==> src/rtl/sentence_arbiter.sv <==
// sentence_arbiter: round-robin sharing of one begin/end checker between two sentence requesters
// Optional feature macro: SENT_IDLE_TIMEOUT_EN adds a stall timeout of IDLE_TO cycles.
// Ports:
//   clk, reset                    clock, asynchronous active-high reset
//   reqN_valid/char/last/ready    requester N character stream (N = 0, 1)
//   chk_clr, chk_en, chk_char     clear pulse and character strobe to the checker
//   chk_result                    checker verdict, valid the cycle after chk_en
//   grant, busy                   one-hot owner (00 when idle), not-idle flag
//   done, done_id, done_result    verdict pulse, requester served, verdict
//   overflow, timeout             abort causes qualifying done
module sentence_arbiter #(
    parameter int MAX_LEN = 64,
    parameter int CNT_W = 7
`ifdef SENT_IDLE_TIMEOUT_EN
    , parameter int IDLE_TO = 16
`endif
) (
    input  logic       clk,
    input  logic       reset,
    input  logic       req0_valid,
    input  logic [7:0] req0_char,
    input  logic       req0_last,
    output logic       req0_ready,
    input  logic       req1_valid,
    input  logic [7:0] req1_char,
    input  logic       req1_last,
    output logic       req1_ready,
    output logic       chk_clr,
    output logic       chk_en,
    output logic [7:0] chk_char,
    input  logic       chk_result,
    output logic [1:0] grant,
    output logic       busy,
    output logic       done,
    output logic       done_id,
    output logic       done_result,
    output logic       overflow,
    output logic       timeout
);
    typedef enum logic [2:0] {IDLE, CLEAR, STREAM, DRAIN, REPORT} state_t;
    state_t state;
    logic ptr, owner, ovf_r, pick, hs, in_last;
    logic [7:0] in_char;
    logic [CNT_W-1:0] cnt;
`ifdef SENT_IDLE_TIMEOUT_EN
    localparam int SW = $clog2(IDLE_TO + 1);
    logic [SW-1:0] stall;
    logic to_r;
`else
    assign timeout = 1'b0;
`endif
    always_comb begin
        // ptr = 1 favours requester 1 when both ask at once
        pick = (req0_valid && req1_valid) ? ptr : req1_valid;
        in_char = owner ? req1_char : req0_char;
        in_last = owner ? req1_last : req0_last;
        req0_ready = state == STREAM && !owner;
        req1_ready = state == STREAM && owner;
        hs = owner ? (req1_valid && req1_ready) : (req0_valid && req0_ready);
        // verdict arrives combinationally in the REPORT cycle; aborts force it low
        done_result = done && chk_result && !overflow && !timeout;
    end
    always_ff @(posedge clk or posedge reset) begin
        if (reset) begin
            state <= IDLE;
            ptr <= 1'b0;
            owner <= 1'b0;
            cnt <= '0;
            ovf_r <= 1'b0;
            grant <= 2'b00;
            busy <= 1'b0;
            chk_clr <= 1'b0;
            chk_en <= 1'b0;
            chk_char <= 8'h00;
            done <= 1'b0;
            done_id <= 1'b0;
            overflow <= 1'b0;
`ifdef SENT_IDLE_TIMEOUT_EN
            timeout <= 1'b0;
            stall <= '0;
            to_r <= 1'b0;
`endif
        end else begin
            chk_clr <= 1'b0;
            chk_en <= 1'b0;
            done <= 1'b0;
            overflow <= 1'b0;
`ifdef SENT_IDLE_TIMEOUT_EN
            timeout <= 1'b0;
`endif
            case (state)
                IDLE: if (req0_valid || req1_valid) begin
                    owner <= pick;
                    grant <= pick ? 2'b10 : 2'b01;
                    busy <= 1'b1;
                    chk_clr <= 1'b1;
                    state <= CLEAR;
                end
                CLEAR: begin
                    cnt <= '0;
                    ovf_r <= 1'b0;
`ifdef SENT_IDLE_TIMEOUT_EN
                    stall <= '0;
                    to_r <= 1'b0;
`endif
                    state <= STREAM;
                end
                STREAM: if (hs) begin
                    chk_en <= 1'b1;
                    chk_char <= in_char;
                    cnt <= cnt + 1'b1;
`ifdef SENT_IDLE_TIMEOUT_EN
                    stall <= '0;
`endif
                    // last wins over reaching MAX_LEN on the same character
                    if (in_last) state <= DRAIN;
                    else if (cnt == CNT_W'(MAX_LEN - 1)) begin
                        ovf_r <= 1'b1;
                        state <= DRAIN;
                    end
                end
`ifdef SENT_IDLE_TIMEOUT_EN
                else if (stall == SW'(IDLE_TO - 1)) begin
                    to_r <= 1'b1;
                    state <= DRAIN;
                end else stall <= stall + 1'b1;
`endif
                DRAIN: begin
                    done <= 1'b1;
                    done_id <= owner;
                    overflow <= ovf_r;
`ifdef SENT_IDLE_TIMEOUT_EN
                    timeout <= to_r;
`endif
                    state <= REPORT;
                end
                REPORT: begin
                    ptr <= ~owner;
                    grant <= 2'b00;
                    busy <= 1'b0;
                    done_id <= 1'b0;
                    state <= IDLE;
                end
                default: state <= IDLE;
            endcase
        end
    end
endmodule

==> config.mk <==
export PLATFORM = sky130hd
export DESIGN_NAME = sentence_arbiter
export DESIGN_NICKNAME = d
export VERILOG_FILES = /design/src/rtl/sentence_arbiter.sv
export SDC_FILE = /design/constraint.sdc
export NUM_CORES = 1
export LEC_CHECK = 0
export CORE_MARGIN = 3
export CORE_UTILIZATION = 35
export CTS_CLUSTER_DIAMETER = 50
export CTS_CLUSTER_SIZE = 20
export DETAILED_ROUTE_END_ITERATION = 12
export MAX_ROUTING_LAYER = met4
export PLACE_DENSITY_LB_ADDON = 0.05
export SKIP_CTS_REPAIR_TIMING = 1
export SYNTH_ARGS = -nofsm -noshare
export SYNTH_HDL_FRONTEND = slang
export SYNTH_SLANG_ARGS = --single-unit
==> constraint.sdc <==
create_clock -name clk -period 1.41 [get_ports clk]
set_input_delay 0.423 -clock clk [delete_from_list [all_inputs] [get_ports clk]]
set_output_delay 0.423 -clock clk [all_outputs]
set_load 0.01 [all_outputs]
[Word-level counts from Yosys, hierarchy flattened]
Cells that the tools add are included.
Storage, ports and cells
  flip-flop bits (word level): 29
  input bits: 23
  word-level logic and storage cells: 72
Operators by class
  $add $sub $neg: 1
  eq/ne operators: 10
  muxes and demuxes: 27
  bitwise logic cells: 1
  reduce and logical (&&, ||, !) cells: 20
Operator list (number)
  one-hot mux 7 bit (2 select lines): 1
  2-to-1 mux 1 bit: 13
  2-to-1 mux 3 bit: 4
  one-hot mux 3 bit (4 select lines): 1
  2-to-1 mux 8 bit: 1
  AND reduction 2 bit: 4
  adder 7 x 1 -> 7 bit, second input constant: 1
  == test 7 x 6 -> 1 bit, second input constant: 1
  logical AND 1 bit: 7
  2-to-1 mux 7 bit: 1
  == test 3 x 2 -> 1 bit, second input constant: 2
  inequality test 2 bit, second input constant: 3
  one-hot mux 1 bit (2 select lines): 3
  nonzero test 2 bit: 3
  2-to-1 mux 2 bit: 2
  one-hot mux 2 bit (2 select lines): 1
  AND reduction 4 bit: 1
  == test 3 x 1 -> 1 bit, second input constant: 1
  == test 3 bit, second input constant: 1
  zero test 3 bit: 1
  inequality test 3 x 2 -> 1 bit, second input constant: 1
  AND reduction 3 bit: 1
  zero test 1 bit: 2
  inequality test 2 x 1 -> 1 bit, second input constant: 1
  other kinds (2): 2

[Depth between registers and ports, before layout]
Gate-level depths: netlist (run 1).
  depth after elaboration: 6
  depth in mapped cells: 5

[Worst setup path before layout (run 1)]
Ideal clock, no wire load.
  kind: register -> output
  start point: reg state[2]
  end point: out req0_ready
  arrival: 1.163 ns
  path slack: -0.176 ns
  stages on the path, launching flop included: 5
  path through: dfrtp_1 -> buf_6 -> or3b_1 -> buf_6 -> nor2_1
On the way
  longest elaborated chain between the ends: 2
RTL lines
  start: declaration: line 41  | state_t state;
  start signal: assignment: line 65  | state <= IDLE;
  start signal: assignment: line 97  | state <= CLEAR;
  start signal: assignment: line 106  | state <= STREAM;
  == test 3 x 2 -> 1 bit: line 57  | req0_ready = state == STREAM && !owner;
  logical AND 1 bit: line 57
  end: declaration: line 23  | output logic req0_ready,
Every way passes these cells.

[Worst setup path in the final report (run 1)]
  start point: reg state[0]
  end point: out req0_ready
Same word-level chain as after synthesis.

==> summary.md, run 1 <==
| Metric | Value |
|---|---|
| Status | `finished, violations left` |
| Failing checks | `negative setup slack` |
| Slowest stage cell, crit path | `or3b_4` |
| FF-to-FF path depth | `5` |
| Post-synth top area share | `0.5097` |
| Num rows | `22` |
| Port buffer count | `between 40 and 50` |
| Clk_lat worst skew | `roughly 0.28 ns` |
| Setup TNS | `-1.469 ns` |
| Post-layout util | `0.6495` |
| CTS tree | `built` |
| Worst hold slack | `0.4767 ns` |
| Top_reg_cell synth | `dfrtp_1` |
| FF+latch count, synth | `29` |
| CP cell instances | `or3b_4 > nor2_4 > buf_6` |
| Syn_area_per_cell | `between 10 and 15 µm²` |
| Root Driver | `clkbuf_8` |
| Total track usage | `0.1520` |
| Syn Inst Count | `~140` |
| Slowest stage delay, CP | `0.45 ns` |
| Crit path DAT | `1.32 ns` |
| Initial antenna violation count | `0` |
| Synth area leaders | `dfrtp_1 (51%), mux2i_1 (9.1%), a21oi_1 (6.0%)` |
| Die X | `between 60 and 70 µm` |
| Final setup margin | `-0.3327 ns` |
| Largest net degree at the start of global routing | `30` |
| First-pass GRT wire length | `5706 µm` |
| DP HPWL | `2546 µm` |
| Power Density | `approximately 2000 nW/µm²` |
| Fin. Hold Viols | `0` |
| Die area | `between 4000 and 5000 µm²` |
| Diodes inserted | `0` |
| CTS Buf Count | `5` |
| Initial core utilization | `0.3748` |
| Sequential area share after synthesis | `0.5097` |
| Post-synth cell types | `39` |
| Core area | `about 3800 µm²` |
| Fmax | `0.5738 GHz` |
| Yosys top cell by area | `dfrtp_1` |
| Layout cells sized above 1 | `0.3762` |
| Synthesized area | `1424 µm²` |
| Reg2reg setup slack | `-0.18 ns` |
| Worst min path class | `in2async` |
| DR vias | `1281` |
| GP Congestion | `0.7652` |
| RR Endpoint | `ovf_r$_DFFE_PP0P_` |
| CTS H-tree lvls | `2` |
| DR DRC count | `0` |
| IO Pins | `43` |
| CP top delay family | `simple AND/OR/NAND/NOR gates` |
| Clock Sinks | `29` |
| Initial DRC count | `39` |
| CP Capture Type | `primary output` |
| Number of max-cap violations | `0` |
| DR pass1 iterations | `4` |
| Post-layout min period | `1.743 ns` |
| Vias in the first global route | `approximately 1300` |
| Area grow syn2layout | `73.29%` |
| Nets | `233` |
| Worst-path clk slew | `0.06 ns` |
| Slew Viols, Final | `0` |
| Peak supply drop | `1.182 mV` |
| Critical path startpoint category | `register` |
| Post-route ant nets | `0` |
| Fin crit share | `1.236` |
| FF-to-FF Start | `state[0]$_DFFE_PP0P_` |
| Syn. warnings | `0` |
| Via/cell ratio | `about 5.0` |
| Average wire per standard cell | `between 10 and 15 µm` |
| WL final | `3655 µm` |
| Critical path class | `reg2out` |
| Die height | `around 70 µm` |
| Unrepaired setup endpoints after global routing | `true` |
| Asr flop ratio synth | `1.000` |
| Worst path bufs/invs | `1` |
| EDFF count, synth | `0` |
| Final setup fails | `10` |
| CP Data Required Time | `0.99 ns` |
| Synth Net Count | `between 150 and 200` |
| Worst-path fanout max | `4` |
| Leakage | `1.224 nW` |
| Total gr overflow | `0` |
| CTS max path bufs | `2` |
| Skew final | `around 0.0041 ns` |
[sequential cells by signal, summed over array words and instances, names as in the netlist]
signal / cells
overflow: 1
chk_clr: 1
owner: 1
ovf_r: 1
ptr: 1
cnt: 7
chk_en: 1
chk_char: 8
done: 1
busy: 1
state: 3
grant: 2
done_id: 1
[cell usage after synthesis (2+ instances only)]
cell and number:
a21oi_1 17, and2_1 3, or3b_2 2, buf_2 4, and3b_1 2, nor2_1 4, nand2_1 11, mux2i_1 13
mux2_2 2, nand3_1 4, clkbuf_1 2, nor2b_1 2, o21ai_0 5, nor3_1 4, inv_1 3, o211ai_1 4
dfrtp_1 29, o21a_1 2, buf_6 2
[layout make-up]
cell class | instances | area, µm²
clock buffer | 6 | 72.57
fill | 311 | 1331
multi-input combinational | 92 | 795.8
sequential | 29 | 726.9
timing repair buffer | 77 | 782.0
clock inverter | 2 | 10.01
inverter | 4 | 20.02
tap | 48 | 60.06
[logic make-up after synthesis]
group | count (synthesis) | synth area share
buf+inv | 14 | 0.05360
flops | 29 | 0.5097
simple gates | 39 | 0.1582
other cells | 1 | 0.002634
xor+xnor | 1 | 0.006152
fa+ha+maj | 1 | 0.008786
mux | 15 | 0.1072
compound gates | 35 | 0.1538
[placed cells by master, fill, tap and decap left out, drive strengths merged]
master,synthesis,final
buf,8,39
dfrtp,29,29
clkdlybuf4s50,0,20
dlymetal6s2s,0,18
a21oi,17,17
mux2i,13,13
nand2,11,11
clkbuf,2,6
o21ai,5,5
o211ai,4,4
nand3,4,4
inv,4,4
and2,4,4
nor3,4,4
nor2,4,4
or3b,3,3
nor2b,2,2
o21a,2,2
and3b,2,2
clkinv,0,2
mux2,2,2
a211oi,2,2
nand2b,1,1
nor4,1,1
nor3b,1,1
or3,1,1
o2111ai,1,1
a32o,1,1
a21o,1,1
a311o,1,1
xnor2,1,1
nand4,1,1
a21boi,1,1
ha,1,1
conb,1,1
[report_power, final]
part           leakage [nW]  internal, mW  switching (mW)  total, mW
clock                0.0450         0.341           0.315      0.656
combinational         0.819          1.58            1.31       2.89
sequential            0.360          1.13           0.201       1.34
[stage by stage]
| step | cell area (µm²) | total power [mW] | worst slack (ns) | std cells |
|---|---|---|---|---|
| global route | 2467 | 5.224 | -0.3757 | 258 |
| floorplan | 1443 | 2.460 | -0.1126 | 135 |
| global placement | 2071 | 3.497 | -0.5425 | 240 |
| CTS | 2153 | 4.206 | -0.8729 | 248 |
| finish | 2467 | 4.879 | -0.3327 | 258 |
| detailed placement | 2071 | 3.529 | -0.5599 | 240 |
[how the worst max path moves through the flow]
stage                          from           to  cells past startpoint
2_1_floorplan  state[2]$_DFFE_PP0P_   req0_ready                      4
3_3_place_gp             chk_result  done_result                      4
3_5_place_dp   state[2]$_DFFE_PP0P_   req0_ready                      3
4_1_cts        state[2]$_DFFE_PP0P_   req0_ready                      3
5_1_grt        state[0]$_DFFE_PP0P_   req1_ready                      3
6_report       state[0]$_DFFE_PP0P_   req0_ready                      3
[tightest hold or removal path: cells and delay by family]
kind     cells  cell delay [ns]
buf+inv      3             0.68
[layer usage]
layer	routed length (µm)	vias up	track usage
met2	1874	29	0.2319
met3	138	5	0.03478
li1	-	624	-
met4	42	0	0.07021
met5	0	-	-
met1	1599	623	0.1911
Power figures use the tool's default switching activity.
==> run 2, diff against run 1 <==
--- a/config.mk
+++ b/config.mk
@@ -10,6 +10,7 @@
 export CTS_CLUSTER_DIAMETER = 50
 export CTS_CLUSTER_SIZE = 20
 export DETAILED_ROUTE_END_ITERATION = 12
+export GPL_TIMING_DRIVEN = 0
 export MAX_ROUTING_LAYER = met4
 export PLACE_DENSITY_LB_ADDON = 0.05
 export SKIP_CTS_REPAIR_TIMING = 1
==> constraint.sdc (replaced) <==
create_clock -name clk -period 2 [get_ports clk]
set_input_delay 0.6 -clock clk [delete_from_list [all_inputs] [get_ports clk]]
set_output_delay 0.6 -clock clk [all_outputs]
set_load 0.01 [all_outputs]
==> summary.md, run 2 (same netlist as run 1, synthesis figures left out) <==
| Metric | Value |
|---|---|
| Status | `finished, violations left` |
| Failing checks | `negative setup slack` |
| Core area | `3799 µm²` |
| Total track usage | `0.1497` |
| Post-route ant nets | `0` |
| Num rows | `22` |
| Die X | `69.78 µm` |
| FF-to-FF path depth | `6` |
| Number of max-cap violations | `0` |
| CP Data Required Time | `approximately 1.4 ns` |
| Worst path bufs/invs | `3` |
| Die height | `69.78 µm` |
| Average wire per standard cell | `13.94 µm` |
| Initial core utilization | `0.3748` |
| Initial antenna violation count | `0` |
| Post-layout util | `0.5296` |
| Skew final | `0.003610 ns` |
| Critical path class | `reg2out` |
| IO Pins | `43` |
| Vias in the first global route | `approximately 1200` |
| DR vias | `between 1000 and 1500` |
| Power Density | `1378 nW/µm²` |
| Instance count on the critical path | `5` |
| Most frequent cells in the layout | `clkdlybuf4s50_1 (38), dfrtp_1 (28), a21oi_1 (17)` |
| WL final | `3275 µm` |
| Top Registers | `chk_char (8), cnt (7), state (3)` |
| CTS max path bufs | `2` |
| Worst min path class | `reg2reg` |
| CTS Buf Count | `5` |
| Crit path DAT | `between 1 and 1.5 ns` |
| Root Driver | `clkbuf_8` |
| Fin crit share | `1.046` |
| Peak supply drop | `0.7375 mV` |
| DR DRC count | `0` |
| Fin area | `2012 µm²` |
| Worst-Margin Slew | `approximately 1.1 ns` |
| Die area | `between 4000 and 5000 µm²` |
| Fin. Hold Viols | `0` |
| CP cell instances | `buf_6 > or3b_1 > buf_6 > nor2_1 > clkbuf_2` |
| Leakage | `0.8875 nW` |
| DR pass1 iterations | `4` |
| Slew Viols, Final | `0` |
| Critical path startpoint category | `register` |
| Slowest stage delay, CP | `approximately 0.37 ns` |
| Final setup margin | `-0.09113 ns` |
| FF-to-FF Start | `state[2]$_DFFE_PP0P_` |
| Max FFs per register | `8` |
| Unrepaired setup endpoints after global routing | `true` |
| CP Capture Type | `primary output` |
| CTS tree | `built` |
| Area grow syn2layout | `41.30%` |
| Clk_lat worst skew | `0.28 ns` |
| Layout cells sized above 1 | `0.1604` |
| RR Endpoint | `cnt[6]$_DFFE_PP0P_` |
| CP Capture Point | `req1_ready` |
| Post-layout min period | `approximately 2.1 ns` |
| Clock Sinks | `29` |
| CTS H-tree lvls | `2` |
| DP Worst Slack | `-0.3144 ns` |
| Worst setup path startpoint | `state[2]$_DFFE_PP0P_` |
| First-pass GRT wire length | `5685 µm` |
| Placed Instance Area | `1894 µm²` |
| Most frequent CP cell | `buf_6` |
| DP HPWL | `about 2400 µm` |
| Reg2reg setup slack | `0.33 ns` |
| Worst-path clk slew | `0.06 ns` |
| Diodes inserted | `0` |
| Nets | `211` |
| Reg with most FFs | `chk_char` |
| Commonest non-fill, non-tap cell in the layout | `clkdlybuf4s50_1` |
| GP Congestion | `~0.82` |
| Slowest stage cell, crit path | `dfrtp_1` |
| Via/cell ratio | `5.085` |
| Final setup fails | `2` |
| Worst slew margin | `0.2669` |
| Worst-path fanout max | `6` |
| Fmax | `0.4782 GHz` |
| Largest net degree at the start of global routing | `30` |
| Initial DRC count | `27` |
| Total gr overflow | `0` |
| Port buffer count | `41` |
| CP top delay family | `simple AND/OR/NAND/NOR gates` |
==> run 2: cell type report <==
cell class                 instances  area, µm²
tap                               48      60.06
clock buffer                       7      86.33
sequential                        29      726.9
multi-input combinational         92      624.3
timing repair buffer              46      440.4
fill                             340       1787
inverter                           4      15.01
buffer                             9      58.81
==> run 2: power by group <==
part / leakage, nW / total, mW / switching (mW) / internal [mW]
Clock: 0.0443 / 0.478 / 0.206 / 0.272
Sequential: 0.360 / 0.909 / 0.111 / 0.799
Combinational: 0.483 / 1.39 / 0.684 / 0.701
Total: 0.887 / 2.77 / 1.00 / 1.77
==> run 2: worst register-to-register path, cell delays in order (launching register included) <==
cell and delay [ns]:
dfrtp_1 0.37, buf_6 0.11, buf_4 0.15, or3b_2 0.46, clkbuf_1 0.22, o211ai_1 0.13, o211ai_1 0.11
==> run 2: metrics by stage <==
stage / instances / power, mW / hold WS (ns) / TNS (ns)
after global routing: 235 / 2.979 / 0.5200 / -0.2939
after detailed placement: 224 / 2.256 / 0.4822 / -2.414
after floorplan: 135 / 1.698 / 0.4489 / 0
after global placement: 224 / 2.220 / 0.4655 / -1.917
final: 235 / 2.773 / 0.4868 / -0.1546
after CTS: 231 / 2.743 / 0.4945 / -1.473
==> run 2: layer usage <==
metal | routed length [µm] | global-route usage | share of wire
met2 | 1517 | 0.2225 | 0.46
met5 | 0 | - | 0
met4 | 70 | 0.07021 | 0.021
met3 | 178 | 0.05072 | 0.054
met1 | 1509 | 0.1827 | 0.46
==> run 2: worst min-delay path by stage <==
stage	start	endpoint	cells past startpoint
after floorplan	cnt[4]$_DFFE_PP0P_	cnt[4]$_DFFE_PP0P_	1
after global placement	busy$_DFFE_PP0P_	busy$_DFFE_PP0P_	1
after detailed placement	ptr$_DFFE_PP0P_	ptr$_DFFE_PP0P_	2
after CTS	ptr$_DFFE_PP0P_	ptr$_DFFE_PP0P_	2
after global routing	cnt[4]$_DFFE_PP0P_	cnt[4]$_DFFE_PP0P_	1
final	ptr$_DFFE_PP0P_	ptr$_DFFE_PP0P_	2
==> run 3, diff against run 2 <==
--- a/config.mk
+++ b/config.mk
@@ -12,7 +12,7 @@
 export DETAILED_ROUTE_END_ITERATION = 12
 export GPL_TIMING_DRIVEN = 0
 export MAX_ROUTING_LAYER = met4
-export PLACE_DENSITY_LB_ADDON = 0.05
+export PLACE_DENSITY = 0.59
 export SKIP_CTS_REPAIR_TIMING = 1
 export SYNTH_ARGS = -nofsm -noshare
 export SYNTH_HDL_FRONTEND = slang
==> constraint.sdc (replaced) <==
create_clock -name clk -period 2 [get_ports clk]
set_input_delay 0.2 -clock clk [delete_from_list [all_inputs] [get_ports clk]]
set_output_delay 0.2 -clock clk [all_outputs]
set_load 0.01 [all_outputs]
==> summary.md, run 3 (same netlist as run 1, synthesis figures left out) <==
| Metric | Value |
|---|---|
| Critical path class | `reg2out` |
| Nets | `207` |
| DR DRC count | `0` |
| Most frequent cells in the layout | `clkdlybuf4s50_1 (39), dfrtp_1 (29), a21oi_1 (17)` |
| Status | `completed` |
| Die height | `around 70 µm` |
| Number of max-cap violations | `0` |
| Initial core utilization | `0.3748` |
| Vias in the first global route | `1224` |
| Placed cell count | `224` |
| Fin crit share | `0.8998` |
| WL final | `3171 µm` |
| CTS Buf Count | `5` |
| Worst hold slack | `approximately 0.48 ns` |
| Total gr overflow | `0` |
| Port buffer count | `41` |
| Commonest non-fill, non-tap cell in the layout | `clkdlybuf4s50_1` |
| Reg2reg setup slack | `around 0.4 ns` |
| Num rows | `22` |
| Core area | `about 3800 µm²` |
| Total track usage | `0.1495` |
| RR Endpoint | `cnt[5]$_DFFE_PP0P_` |
| Worst setup path startpoint | `owner$_DFFE_PP0P_` |
| Crit path DAT | `1.60 ns` |
| Layout cells sized above 1 | `0.1141` |
| Clock Sinks | `29` |
| Max FFs per register | `8` |
| Critical path startpoint category | `register` |
| Diodes inserted | `0` |
| FF-to-FF path depth | `5` |
| Top Registers | `chk_char (8), cnt (7), state (3)` |
| DR vias | `between 1000 and 1500` |
| Worst-Margin Slew | `1.116 ns` |
| GP Congestion | `approximately 0.78` |
| Average wire per standard cell | `13.67 µm` |
| CTS tree | `built` |
| Post-layout min period | `1.800 ns` |
| Fin. Hold Viols | `0` |
| Largest net degree at the start of global routing | `30` |
| Worst-path clk slew | `0.06 ns` |
| CTS H-tree lvls | `2` |
| Skew final | `0.003310 ns` |
| FF-to-FF Start | `state[2]$_DFFE_PP0P_` |
| Final setup fails | `0` |
| IO Pins | `43` |
| Initial antenna violation count | `0` |
| Fmax | `0.5557 GHz` |
| CP Capture Point | `req0_ready` |
| Area grow syn2layout | `41.56%` |
| Non-filler instance count after layout | `232` |
| Peak supply drop | `0.5069 mV` |
| Worst min path class | `reg2reg` |
| Setup TNS | `0 ns` |
| Die X | `69.78 µm` |
| Via/cell ratio | `4.909` |
| Leakage | `0.8897 nW` |
| Slew Viols, Final | `0` |
| CP Capture Type | `primary output` |
| DP HPWL | `about 2300 µm` |
| Root Driver | `clkbuf_8` |
| Reg with most FFs | `chk_char` |
| Worst slew margin | `0.2553` |
| DP Worst Slack | `0.1296 ns` |
| First-pass GRT wire length | `5644 µm` |
| CP Data Required Time | `1.80 ns` |
| Final setup margin | `0.2005 ns` |
| Die area | `4869 µm²` |
| Power Density | `1417 nW/µm²` |
| Worst-path fanout max | `10` |
| Clk_lat worst skew | `0.28 ns` |
| Unrepaired setup endpoints after global routing | `false` |
| DR pass1 iterations | `4` |
| Hold depth | `1` |
| Initial DRC count | `73` |
| CTS max path bufs | `2` |
| Post-route ant nets | `0` |
-- run 3: changes by cell type in the layout (fill, tap and decap cells not counted), sizes merged --
cell           delta
buf               -4
bufinv            +1
clkbuf            -2
clkdlybuf4s50     +1
dlymetal6s2s      +1
-- run 3: worst max-delay path, stage by stage (launching register included) --
cell            delay (ns)
dfrtp_1               0.31
buf_2                 0.19
buf_1                 0.52
nor2_1                0.10
dlymetal6s2s_1        0.19
-- run 3: metrics by stage --
step / util / total power, mW / area, µm²
2_1_floorplan: - / 1.698 / 1424
5_1_grt: 0.5306 / 3.071 / 2016
6_report: 0.5306 / 2.856 / 2016
3_5_place_dp: 0.4987 / 2.254 / 1894
3_3_place_gp: 0.4987 / 2.234 / 1894
4_1_cts: 0.5293 / 2.897 / 2011
-- run 3: worst min-delay path by stage --
| stage | start | to | slack [ns] |
|---|---|---|---|
| 2_1_floorplan | reset | busy$_DFFE_PP0P_ | 0.28 |
| 3_3_place_gp | busy$_DFFE_PP0P_ | busy$_DFFE_PP0P_ | 0.46 |
| 3_5_place_dp | busy$_DFFE_PP0P_ | busy$_DFFE_PP0P_ | 0.47 |
| 4_1_cts | busy$_DFFE_PP0P_ | busy$_DFFE_PP0P_ | 0.49 |
| 5_1_grt | busy$_DFFE_PP0P_ | busy$_DFFE_PP0P_ | 0.51 |
| 6_report | ovf_r$_DFFE_PP0P_ | overflow$_DFF_PP0_ | 0.48 |
-- run 3: layer usage --
layer	up-vias	global-route usage	wire length, µm
met2	36	0.2246	1465
li1	568	-	-
met3	5	0.05942	236
met4	0	0.05106	51
met1	530	0.1828	1418
met5	-	-	0
-- run 3: final cells by class --
type	count	area (µm²)
plain buffers	10	61.31
clock buffers	7	86.33
clock inverters	1	30.03
fillers	338	1783
inverters	4	15.01
multi-input cells	92	621.8
flip-flops and latches	29	725.7
well taps	48	60.06
repair buffers	41	415.4
-- run 3: power breakdown --
group	internal (mW)	total [mW]	switching (mW)
Clock	0.406	0.634	0.229
Sequential	0.796	0.902	0.106
Combinational	0.658	1.32	0.661
